<file path="src/rtl/flip_flop_pkg.sv">
`default_nettype none
// ============================================================================
// Module      : flip_flop_pkg
// Description : Shared constants for the flip_flop register slice: default
//               data width and default reset value.
// Revision    : 1.0 - initial release
// ============================================================================
package flip_flop_pkg;

  // Default data width of the register.
  localparam int FF_DEFAULT_WIDTH = 8;

  // Default reset value; widened to the instance width at the top level.
  localparam int FF_DEFAULT_RESET_VALUE = 0;

endpackage : flip_flop_pkg
`default_nettype wire

</file>
<file path="src/rtl/flip_flop_bit.sv">
`default_nettype none
// ============================================================================
// Module      : flip_flop_bit
// Description : 1-bit D storage cell with synchronous active-high reset and a
//               per-instance reset value.
// Revision    : 1.0 - initial release
// ============================================================================
module flip_flop_bit #(
  parameter logic RESET_BIT = 1'b0
) (
  input  logic clk,
  input  logic reset,
  input  logic d,
  output logic q
);

  logic q_d;
  logic q_q;

  // Next-state data: the cell captures d whenever it is not being reset.
  always_comb begin
    q_d = d;
  end

  // Storage element; reset only acts at the rising edge.
  always_ff @(posedge clk) begin
    if (reset) begin
      q_q <= RESET_BIT;
    end else begin
      q_q <= q_d;
    end
  end

  // Output comes straight from the storage element, no logic after it.
  assign q = q_q;

endmodule : flip_flop_bit
`default_nettype wire

</file>
<file path="src/rtl/flip_flop.sv">
`default_nettype none
// ============================================================================
// Module      : flip_flop
// Description : WIDTH-bit register with synchronous active-high reset to a
//               configurable RESET_VALUE. Built from WIDTH 1-bit cells that
//               all capture on the same rising clock edge.
// Revision    : 1.0 - initial release
// ============================================================================
module flip_flop
  import flip_flop_pkg::*;
#(
  parameter int               WIDTH       = FF_DEFAULT_WIDTH,
  parameter logic [WIDTH-1:0] RESET_VALUE = WIDTH'(FF_DEFAULT_RESET_VALUE)
) (
  input  logic             clk,
  input  logic             reset,
  input  logic [WIDTH-1:0] d,
  output logic [WIDTH-1:0] q
);

  // Reject a degenerate register at elaboration time.
  if (WIDTH < 1) begin : g_width_check
    $error("flip_flop: WIDTH must be at least 1");
  end

  // One storage cell per bit; each takes its own bit of the reset value.
  for (genvar i = 0; i < WIDTH; i++) begin : g_bits
    flip_flop_bit #(
      .RESET_BIT (RESET_VALUE[i])
    ) u_bit (
      .clk   (clk),
      .reset (reset),
      .d     (d[i]),
      .q     (q[i])
    );
  end

endmodule : flip_flop
`default_nettype wire

</file>
<file path="config.mk">
export PLATFORM = sky130hd
export DESIGN_NAME = flip_flop
export DESIGN_NICKNAME = d
export VERILOG_FILES = /design/src/rtl/flip_flop_pkg.sv /design/src/rtl/flip_flop_bit.sv /design/src/rtl/flip_flop.sv
export SDC_FILE = /design/constraint.sdc
export NUM_CORES = 1
export LEC_CHECK = 0
export ABC_AREA = 1
export ABC_CLOCK_PERIOD_IN_PS = 800
export CAP_MARGIN = 20
export CELL_PAD_IN_SITES_DETAIL_PLACEMENT = 1
export CELL_PAD_IN_SITES_GLOBAL_PLACEMENT = 1
export CORE_UTILIZATION = 20
export CTS_CLUSTER_SIZE = 25
export DETAILED_ROUTE_END_ITERATION = 8
export PLACE_DENSITY_LB_ADDON = 0.15
export REMOVE_ABC_BUFFERS = 1
export SYNTH_ARGS = -nofsm -noshare
export SYNTH_HDL_FRONTEND = slang
export SYNTH_SLANG_ARGS = --single-unit
</file>
<file path="constraint.sdc">
create_clock -name clk -period 0.8 [get_ports clk]
set_input_delay 0.24 -clock clk [delete_from_list [all_inputs] [get_ports clk]]
set_output_delay 0.24 -clock clk [all_outputs]
set_load 0.01 [all_outputs]
</file>
==> impl_metrics.yaml, run 1 <==
status:
  outcome: "finished with violations"
  violations: "negative setup slack"
routing:
  vias_per_cell: 3.61
  drtIter0Drc: 0
  drtAntennaViolNets: 0
  via_count: 213
  wl_per_cell_um: 8.78
  drc_errors: 0
  firstDrtPassIters: 1
  finalWirelength_um: 518
synth:
  synth_common_cells: "8 x buf_4, 8 x dfxtp_1, 8 x inv_1, 8 x nor2_1, 1 x buf_6"
  synth.top_cell.area_share_pct: 54.9
  async_flop_share_pct: 0
  yosysWarnings: 0
  synth-seq-cells: 8
  syn-instance-count: 33
  synth-seq-area-share_pct: 54.9
  synth_area_per_cell_sq_um: 8.83
  synth_cell_types: 5
  ys.flop_type: "dfxtp_1"
  synth_area_sq_um: 292
  synth_area_leaders: "dfxtp_1 55%, buf_4 21%, inv_1 10%, nor2_1 10%, buf_6 3.9%"
  synth_top_area_cell: "dfxtp_1"
  synth_edf_count: 0
global_routing:
  grt_pass1_vias: 183
  grt_pass1_wl_um: 759
  antenna_found_initial: 0
  grt-ovfl-total: 0
  grt_start_max_net_pins: 9
  grtUsageTotal_pct: 8.69
placement:
  hpwl_um: 424
  dpl_cell_area_sq_um: 409
  portBuffers: 17
  dp.cells: 56
  gp_congestion: 0.513
timing:
  holdWs_ns: 0.469
  slew_headroom_pct: 81.0
  layout_min_cycle_time_ns: 0.914
  hold_viol: 0
  finalCritPeriodShare_pct: 114
  finalWorstSetupSlack_ns: -0.114
  rsz0062_at_grt: "true"
  fmax_mhz: 1090
  maxSlewViolCount: 0
  setup_viol: 8
  tightest_slew_ns: 0.285
worst_setup_path:
  cpLargestDelayFamily: "flip-flops"
  worstSetupStartpointType: "flop"
  crit_arrival_ns: 0.67
  required_ns: 0.56
  cp_num_buf_inv: 1
  max_stage_delay_ns: 0.31
  crit_chain: "buf_6"
  end_kind: "output port"
  cp_max_fo: 1
  crit_path_top_delay_cell: "dfxtp_2"
  worstSetupPathType: "flop to output port"
floorplan:
  core_sq_mm: 0.00133
  die_h_um: 40.2
  die_area_sq_mm: 0.00161
  fp.dieW_um: 40.2
  rows: 13
  io_pins: 18
  initial_core_util_pct: 21.9
cells_and_area:
  fin_util_pct: 30.4
  largest_reg_flops: 8
  fin_cells: 59
  n_antenna_cell: 0
  drive_gt1_share_pct: 29.5
  nNetsFinal: 56
  stdcell_area_sq_um: 405
  synthToLayoutAreaGrowth_pct: 39.1
clock_tree:
  cts_tree: "built"
  cts.sinks: 8
  clk_pin_slew_ns: 0.05
  htreeDepth: 1
  postCtsSetupBuffers: 0
  cts-hold-fix-buffers: 0
  cts_root_buf: "clkbuf_4"
  clockBufferDepth: 2
  cts_buffers: 3
power:
  power_leakage_nw: 0.217
  powerDensity_mw_per_mm2: 2050
  irDropWorstVdd_mv: 0.652
min_path:
  holdCritPathClass: "primary input to flop"
job:
  drv_cap: 0
## timing repair
item | 4_1_cts | 5_1_grt
endpoints found under the hold margin | 0 | 0
endpoints found under the setup margin | 16 | 8
pin swaps | 0 | 0
gates resized for setup | 33 | 4
## cell usage in the layout (no fill, tap or decap)
master	count
inv_1	8
buf_2	6
nor2_1	8
clkbuf_4	3
buf_6	2
dfxtp_2	2
dfxtp_1	6
dlygate4sd2_1	1
clkdlybuf4s50_1	8
## per-layer routing
layer  wire [um]  track usage (%)
met1         142             5.94
met2         301             14.9
met3          73             10.0
met4           0             2.50
met5           0                0
## power by group
group / switching (mW) / internal, mW / total, mW
clock network: 0.131 / 0.171 / 0.302
logic: 0.0382 / 0.0632 / 0.101
registers: 0.00521 / 0.421 / 0.427
## through the flow
stage	power [mW]	TNS, ns	worst slack [ns]
detailed placement	0.554	-4.57	-0.326
finish	0.830	-0.853	-0.114
global route	0.906	-1.24	-0.168
floorplan	0.461	0	0.229
CTS	0.851	-1.00	-0.145
global placement	0.549	-4.24	-0.282
## path summary, 6_finish.rpt
path	from	endpoint	slack [ns]	cells after the start
setup / recovery	g_bits[0].u_bit.q	q[0]	-0.11	1
hold / removal	reset	g_bits[2].u_bit.q	0.47	2
## logic make-up (layout without fill, tap and decap cells)
kind of cell,Yosys count,in the layout,synth area share [%]
buffers and inverters,17,28,34.8
flip-flops,8,8,54.9
AND/OR/NAND/NOR,8,8,10.3
## cell type report
class                           instances  area [sq um]
Fill cell                             165           928
Multi-Input combinational cell          8          30.0
Tap cell                               15          18.8
Sequential cell                         8           163
Clock buffer                            3          22.5
Timing Repair Buffer                   17           141
Inverter                                8          30.0
Power figures use the tool's default switching activity.
==> inputs of run 2 (changes only) <==
--- a/config.mk
+++ b/config.mk
@@ -13,7 +13,8 @@
 export CORE_UTILIZATION = 20
 export CTS_CLUSTER_SIZE = 25
 export DETAILED_ROUTE_END_ITERATION = 8
-export PLACE_DENSITY_LB_ADDON = 0.15
+export GPL_ROUTABILITY_DRIVEN = 1
+export PLACE_DENSITY = 0.78
 export REMOVE_ABC_BUFFERS = 1
 export SYNTH_ARGS = -nofsm -noshare
 export SYNTH_HDL_FRONTEND = slang
==> run 2 against run 1 <==
Compared with the run above: the flow still finishes with violations (negative setup slack); cell count did not move; total power fell by 1.9%; largest power group unchanged; sequential share of layout area rose by 0.44 points; critical path type unchanged.
==> impl_metrics.yaml, run 2 (same netlist as run 1, synthesis figures left out) <==
status:
  outcome: "finished with violations"
  violations: "negative setup slack"
timing:
  tightest_slew_ns: 0.256
  setup_viol: 8
  finalCritPeriodShare_pct: 113
  rsz0062_at_grt: "true"
  fmax_mhz: 1110
  hold_viol: 0
  finalWorstSetupSlack_ns: -0.101
  layout_min_cycle_time_ns: 0.901
  holdWs_ns: 0.456
  maxSlewViolCount: 0
  slew_headroom_pct: 82.9
clock_tree:
  cts.sinks: 8
  postCtsSetupBuffers: 0
  clockBufferDepth: 2
  cts_buffers: 3
  htreeDepth: 1
  cts-hold-fix-buffers: 0
  cts_tree: "built"
  cts_root_buf: "clkbuf_4"
  clk_pin_slew_ns: 0.05
worst_setup_path:
  cp_max_fo: 1
  crit_chain: "buf_6"
  worstSetupStartpointType: "flop"
  required_ns: 0.56
  end_kind: "output port"
  cpLargestDelayFamily: "flip-flops"
  crit_path_top_delay_cell: "dfxtp_2"
  crit_arrival_ns: 0.66
  max_stage_delay_ns: 0.31
  cp_num_buf_inv: 1
  worstSetupPathType: "flop to output port"
routing:
  finalWirelength_um: 391
  via_count: 192
  drc_errors: 0
  firstDrtPassIters: 2
  vias_per_cell: 3.25
  drtIter0Drc: 1
  drtAntennaViolNets: 0
  wl_per_cell_um: 6.63
global_routing:
  grt-ovfl-total: 0
  grt_start_max_net_pins: 9
  grtUsageTotal_pct: 5.74
  grt_pass1_wl_um: 538
  antenna_found_initial: 0
  grt_pass1_vias: 168
cells_and_area:
  nNetsFinal: 56
  final_cell_mix: "8 x inv_1, 8 x nor2_1, 8 x clkdlybuf4s50_1"
  drive_gt1_share_pct: 27.3
  largest_reg_flops: 8
  fin_util_pct: 29.8
  synthToLayoutAreaGrowth_pct: 36.5
  n_antenna_cell: 0
floorplan:
  rows: 13
  initial_core_util_pct: 21.9
  fp.dieW_um: 40.2
  core_sq_mm: 0.00133
  die_area_sq_mm: 0.00161
  io_pins: 18
  die_h_um: 40.2
placement:
  gp_congestion: 0.504
  dp_slack_ns: -0.295
  portBuffers: 17
  hpwl_um: 317
power:
  power_leakage_nw: 0.215
  irDropWorstVdd_mv: 0.580
  powerDensity_mw_per_mm2: 2040
min_path:
  holdCritPathClass: "primary input to flop"
job:
  drv_cap: 0
-- run 2: changes by cell type in the layout (fill, tap and decap cells not counted) --
cell,previous run,this run
buf_2,6,7
dfxtp_2,2,1
buf_6,2,1
dfxtp_1,6,7
-- run 2: worst paths after layout --
kind,from,endpoint,cells past startpoint
hold / removal,reset,g_bits[0].u_bit.q,2
setup / recovery,g_bits[0].u_bit.q,q[0],1
-- run 2: layout make-up --
| class | count | area, sq um |
|---|---|---|
| clock buffer | 3 | 22.5 |
| fill | 164 | 936 |
| inverter | 8 | 30.0 |
| multi-input combinational | 8 | 30.0 |
| sequential | 8 | 161 |
| tap | 15 | 18.8 |
| timing repair buffer | 17 | 135 |
-- run 2: layer usage --
layer / share of wire (%) / GRT usage (%) / vias to the layer above
met2: 49 / 8.87 / 10
met4: 0 / 7.50 / 0
met3: 11 / 3.33 / 0
li1: - / - / 104
met1: 40 / 4.35 / 78
met5: 0 / 0 / -
-- run 2: metrics by stage --
step | instance area (sq um) | total power [mW] | instances | TNS, ns
after floorplan | 220 | 0.461 | 24 | 0
after CTS | 390 | 0.829 | 59 | -0.881
after global placement | 409 | 0.549 | 56 | -4.00
final | 398 | 0.814 | 59 | -0.784
after detailed placement | 409 | 0.551 | 56 | -4.32
after global routing | 398 | 0.855 | 59 | -1.01
-- run 2: what timing repair did --
item	in CTS	in global routing
endpoints found under the setup margin	16	8
gates cloned	0	0
resized for setup	33	2
-- run 2: power breakdown --
| part | internal [mW] | switching (mW) | total, mW | leakage, nW |
|---|---|---|---|---|
| combinational | 0.0601 | 0.0363 | 0.0964 | 0.134 |
| sequential | 0.421 | 0.00440 | 0.425 | 0.0669 |
| clock | 0.171 | 0.121 | 0.292 | 0.0138 |
| total | 0.651 | 0.162 | 0.814 | 0.215 |
